===== src/rtl/mux_share_arbiter.sv =====
// Two-requester arbiter that owns the select of a shared 2:1 mux and
// registers the selected data with a valid flag.
module mux_share_arbiter #(
    parameter int WIDTH    = 8,
    parameter bit USE_RR   = 1'b0,
    parameter int MAX_HOLD = 4
) (
    input  logic             clk,
    input  logic             rst_n,
    input  logic             req_a,
    input  logic             req_b,
    input  logic [WIDTH-1:0] data_a,
    input  logic [WIDTH-1:0] data_b,
    output logic             grant_a,
    output logic             grant_b,
    output logic             sel,
    output logic [WIDTH-1:0] out,
    output logic             out_valid
);

    localparam int            CW        = $clog2(MAX_HOLD + 1);
    localparam logic [CW-1:0] HOLD_LAST = CW'(MAX_HOLD - 1);

    typedef enum logic [1:0] {
        IDLE  = 2'd0,
        GNT_A = 2'd1,
        GNT_B = 2'd2
    } state_t;

    state_t        state_q, state_d;
    logic [CW-1:0] hold_q, hold_d;
    logic          tie_pick_a;

    generate
        if (USE_RR) begin : g_rr
            // last_a resets to 0 (last winner = B) so A takes the first tie
            logic last_a;
            always_ff @(posedge clk or negedge rst_n) begin
                if (!rst_n)                 last_a <= 1'b0;
                else if (state_d == GNT_A)  last_a <= 1'b1;
                else if (state_d == GNT_B)  last_a <= 1'b0;
            end
            assign tie_pick_a = ~last_a;
        end else begin : g_fixed
            assign tie_pick_a = 1'b1;
        end
    endgenerate

    always_comb begin
        state_d = state_q;
        hold_d  = '0;
        unique case (state_q)
            IDLE: begin
                if (req_a && req_b) state_d = tie_pick_a ? GNT_A : GNT_B;
                else if (req_a)     state_d = GNT_A;
                else if (req_b)     state_d = GNT_B;
            end
            GNT_A: begin
                if (!req_a)
                    state_d = req_b ? GNT_B : IDLE;
                else if (req_b && hold_q == HOLD_LAST)
                    state_d = GNT_B;
                else
                    hold_d = (hold_q == HOLD_LAST) ? hold_q : hold_q + 1'b1;
            end
            GNT_B: begin
                if (!req_b)
                    state_d = req_a ? GNT_A : IDLE;
                else if (req_a && hold_q == HOLD_LAST)
                    state_d = GNT_A;
                else
                    hold_d = (hold_q == HOLD_LAST) ? hold_q : hold_q + 1'b1;
            end
            default: state_d = IDLE;
        endcase
    end

    always_ff @(posedge clk or negedge rst_n) begin
        if (!rst_n) begin
            state_q <= IDLE;
            hold_q  <= '0;
        end else begin
            state_q <= state_d;
            hold_q  <= hold_d;
        end
    end

    assign grant_a = (state_q == GNT_A);
    assign grant_b = (state_q == GNT_B);
    assign sel     = grant_a;

    always_ff @(posedge clk or negedge rst_n) begin
        if (!rst_n) begin
            out       <= '0;
            out_valid <= 1'b0;
        end else begin
            if (grant_a || grant_b) out <= sel ? data_a : data_b;
            out_valid <= grant_a | grant_b;
        end
    end

endmodule


===== config.mk =====
export PLATFORM = sky130hd
export DESIGN_NAME = mux_share_arbiter
export DESIGN_NICKNAME = d
export VERILOG_FILES = /design/src/rtl/mux_share_arbiter.sv
export SDC_FILE = /design/constraint.sdc
export NUM_CORES = 1
export LEC_CHECK = 0
export CORE_UTILIZATION = 40
export CTS_CLUSTER_SIZE = 24
export DETAILED_ROUTE_END_ITERATION = 12
export MAX_ROUTING_LAYER = met4
export PLACE_DENSITY = 0.76
export SLEW_MARGIN = 20
export SYNTH_ARGS = -nofsm -noshare
export SYNTH_HDL_FRONTEND = slang
export SYNTH_SLANG_ARGS = --single-unit

===== constraint.sdc =====
create_clock -name clk -period 3.7 [get_ports clk]
set_input_delay 0.37 -clock clk [delete_from_list [all_inputs] [get_ports clk]]
set_output_delay 0.37 -clock clk [all_outputs]
set_load 0.005 [all_outputs]

* Word-level counts from Yosys, hierarchy flattened
Index checks and enable logic that the tools add are counted.
Storage, ports and cells: register bits after elaboration 14, bits of input ports 20
Cells by class: $add $sub $neg 1, equality and inequality tests 6, multiplexer cells 17, bitwise operators 1, reduce and logical (&&, ||, !) cells 6
Operator list (count):
- 2-to-1 mux 2 bit | 8
- 2-to-1 mux 3 bit | 5
- 2-to-1 mux 8 bit | 1
- inequality test 3 x 2 -> 1 bit, second input constant | 2
- one-hot mux 2 bit (3 select lines) | 1
- one-hot mux 3 bit (2 select lines) | 1
- inequality test 4 bit, second input constant | 1
- adder 3 x 1 -> 3 bit, second input constant | 1
- equality test 3 x 2 -> 1 bit, second input constant | 1
- logical AND 1 bit | 3
- AND reduction 3 bit | 1
- equality test 2 x 1 -> 1 bit, second input constant | 1
- equality test 2 bit, second input constant | 1
- zero test 2 bit | 1
- logical OR 1 bit | 1
- 2-to-1 mux 1 bit | 1
- bitwise OR 1 bit | 1

* Depth between registers and ports, before layout
depth in word-level cells 5, mapped depth 6, mapped depth without buffers 5

* Worst setup path before layout
Ideal clock, no wire load.
path type register -> register, start register state_q[1], end register state_q[0], arrival 1.693 ns, slack 1.882 ns, stages on the path, launching flop included 7, clock period less this slack 1.818 ns, path through dfrtp_1 inv_1 ha_1 buf_4 and3b_1 a2111oi_4 mux2_2
On the way: longest elaborated chain between the ends 3, elaborated cells between the ends (all ways) 8, classes of those cells eq/ne (5); mux (1); reduce/logical (2)
Ends and longest elaborated chain:
- from (decl) | RTL line 30 | state_t state_q, state_d;
- from (signal assigned) | RTL line 83 | state_q <= state_d;
- equality test 2 x 1 -> 1 bit (*)
- net grant_a | RTL line 14 | output logic grant_a,
- inequality test 3 x 2 -> 1 bit (no line)
- AND reduction 3 bit (no line)
The timed path passes the listed nets; every way through them passes the cells marked *. A chain may end at the register's enable or synchronous reset.

* Worst setup path after layout
start register state_q[1], end output grant_a
On the way: longest elaborated chain between the ends 1
Ends and longest elaborated chain:
- equality test 2 x 1 -> 1 bit | RTL line 88 | assign grant_a = (state_q == GNT_A);
- to (decl) | RTL line 14
No other way between the ends.

==> out/metrics.yaml <==
run_status:
  outcome: "finished clean"
global_route:
  grt_max_degree: 21
  grt_overflow: 0
  grt_pass1_wl_mm: 2.62
  grt_pass1_vias: 595
  track_usage_pct: 18.8
  antenna_found_initial: 0
clocking:
  clk_pin_slew_ns: 0.08
  postCtsResizedCells: 0
  h-tree-depth: 1
  cts_root_buf: "clkbuf_4"
  holdBufCountCts: 0
  cts_max_path_buffers: 2
  clk_latency_ns: 0.27
  clkSinkCount: 14
  post_cts_buffers: 0
  cts_tree: "yes"
  cts_buffers: 3
floorplanning:
  coreArea_um2: 1760
  die_y_um: 45.7
  die_w_um: 45.7
  num_io_pins: 32
  initial_utilization_pct: 43.3
  die_area_um2: 2090
  rows: 15
detailed_routing:
  drc: 0
  wirelength_mm: 1.60
  dr.pass1.iters: 4
  antenna_left: 0
  viasPerCell: 4.75
  vias: 589
  drtIter0Drc: 7
  avgRoutedWirePerCell_um: 12.9
yosys:
  synth_cell_types: 19
  synth.top_cell.area_share_pct: 45.8
  ys_ff_latch: 14
  ys_async_sr_fraction_pct: 100
  synth_common_cells: "dfrtp_1, a21oi_1, mux2i_1"
  ys_top_cells_by_area: "dfrtp_1, mux2i_1, ha_1"
  ys_seq_area_share_pct: 45.8
  ys_warn_count: 0
  synth_edf_count: 0
  synth.most_common_cell: "dfrtp_1"
  synthCells: 69
  synth_area_leader_cell: "dfrtp_1"
  syn_area_per_cell_um2: 11.1
  syn_area_um2: 764
  synth_nets: 94
  ys.flop_type: "dfrtp_1"
worst_setup_path:
  reg2reg_slack_ns: 1.68
  cp_data_required_time_ns: 3.33
  startpoint_type: "flip-flop"
  critPathKind: "flip-flop to primary output"
  end_kind: "primary output"
  cp_max_fo: 13
  crit_arrival_ns: 1.92
place:
  dp_hpwl_mm: 1.31
  gp_congestion: 0.731
  place_inst: 121
  io_buffers: 31
timing:
  final-hold-violation-count: 0
  finalSetupViolations: 0
  worstMarginPinSlew_ns: 0.617
  fmax_mhz: 438
  worst_hold_slack_ns: 0.476
  tns_ns: 0
  fin_crit_sh_pct: 61.8
  period_needed_ns: 2.29
  slew_headroom_pct: 58.7
  final-max-slew-violation-count: 0
  grt_setup_unrepaired: "no"
  fin_skew_ns: 0.00974
final_layout:
  diodes: 0
  drive_above_1_share_pct: 6.06
  fin_util_pct: 62.7
  layout.nets: 126
  final_cells: 124
  area_growth_pct: 44.7
flow_run:
  maxCapViolations: 0
worst_hold_path:
  hp-class: "primary input to async pin"
power_and_ir_drop:
  p_total_uw: 809
  ir_drop_mv: 0.624
  powerDensity_nw_per_um2: 731
  power.leakage_nw: 0.473
==> layout make-up <==
| type | count | area (um2) |
|---|---|---|
| Inverter | 2 | 7.51 |
| Fill cell | 156 | 658 |
| Clock buffer | 3 | 22.5 |
| Tap cell | 25 | 31.3 |
| Timing Repair Buffer | 31 | 310 |
| Multi-Input combinational cell | 49 | 384 |
| Sequential cell | 14 | 350 |
==> sequential cells by signal, indices dropped and copies added (netlist names) <==
register and count:
out 8, hold_q 3, state_q 2, out_valid 1
==> worst paths after layout <==
check                                start    endpoint  cells after the start
worst max register to register  state_q[1]  state_q[1]                      5
min in group clk                    out[7]      out[7]                      2
worst min-delay path                 rst_n      out[3]                      1
worst max-delay path            state_q[1]     grant_a                      3
worst min register to register      out[7]      out[7]                      2
max in group asynchronous            rst_n   out_valid                      1
==> report_power, final <==
part / switching, mW / internal (mW) / leakage (nW) / total, mW
Combinational: 0.209 / 0.259 / 0.293 / 0.468
Sequential: 0.0370 / 0.224 / 0.167 / 0.261
Clock: 0.0428 / 0.0377 / 0.0138 / 0.0804
==> stage by stage <==
step / setup slack [ns] / area [um2]
2_1_floorplan: 1.88 / 764
3_3_place_gp: 1.67 / 1080
3_5_place_dp: 1.65 / 1080
4_1_cts: 1.37 / 1110
5_1_grt: 1.25 / 1110
6_report: 1.41 / 1110
==> cell usage in the layout (no fill, tap or decap) <==
| cell type | count |
|---|---|
| a211oi_1 | 1 |
| nand2_1 | 1 |
| a21oi_1 | 10 |
| xnor2_1 | 1 |
| mux2i_1 | 9 |
| mux2_2 | 2 |
| dfrtp_1 | 14 |
| nand2b_1 | 2 |
| a22o_1 | 1 |
| a2111oi_4 | 1 |
| and3b_1 | 2 |
| clkdlybuf4s50_1 | 31 |
| nor3b_1 | 3 |
| nor2_1 | 8 |
| ha_1 | 5 |
| inv_1 | 2 |
| and4b_1 | 1 |
| o21ai_0 | 2 |
| clkbuf_4 | 3 |
==> metal layers <==
layer	global-route usage [%]	wire length, um	up-vias
li1	-	-	304
met1	20.1	701	274
met2	32.9	826	9
met3	6.35	62	2
met4	5.29	14	0
met5	-	0	-
==> worst max-delay path, cell delays in order (launching register included) <==
cell and delay (ns):
dfrtp_1 0.41, inv_1 0.09, ha_1 0.54, clkdlybuf4s50_1 0.62
==> cells by family (layout without fill, tap and decap cells) <==
logic type	count (synthesis)	in the layout	synth area share (%)
flip-flops	14	14	45.8
buffers and inverters	6	36	3.93
adder cells (fa/ha/maj)	5	5	8.18
AO/OA/AOI/OAI	15	15	13.6
XOR/XNOR	1	1	1.15
multiplexers	11	11	14.7
AND/OR/NAND/NOR	17	17	12.6
Note: power is estimated with default switching activity, not from simulation.
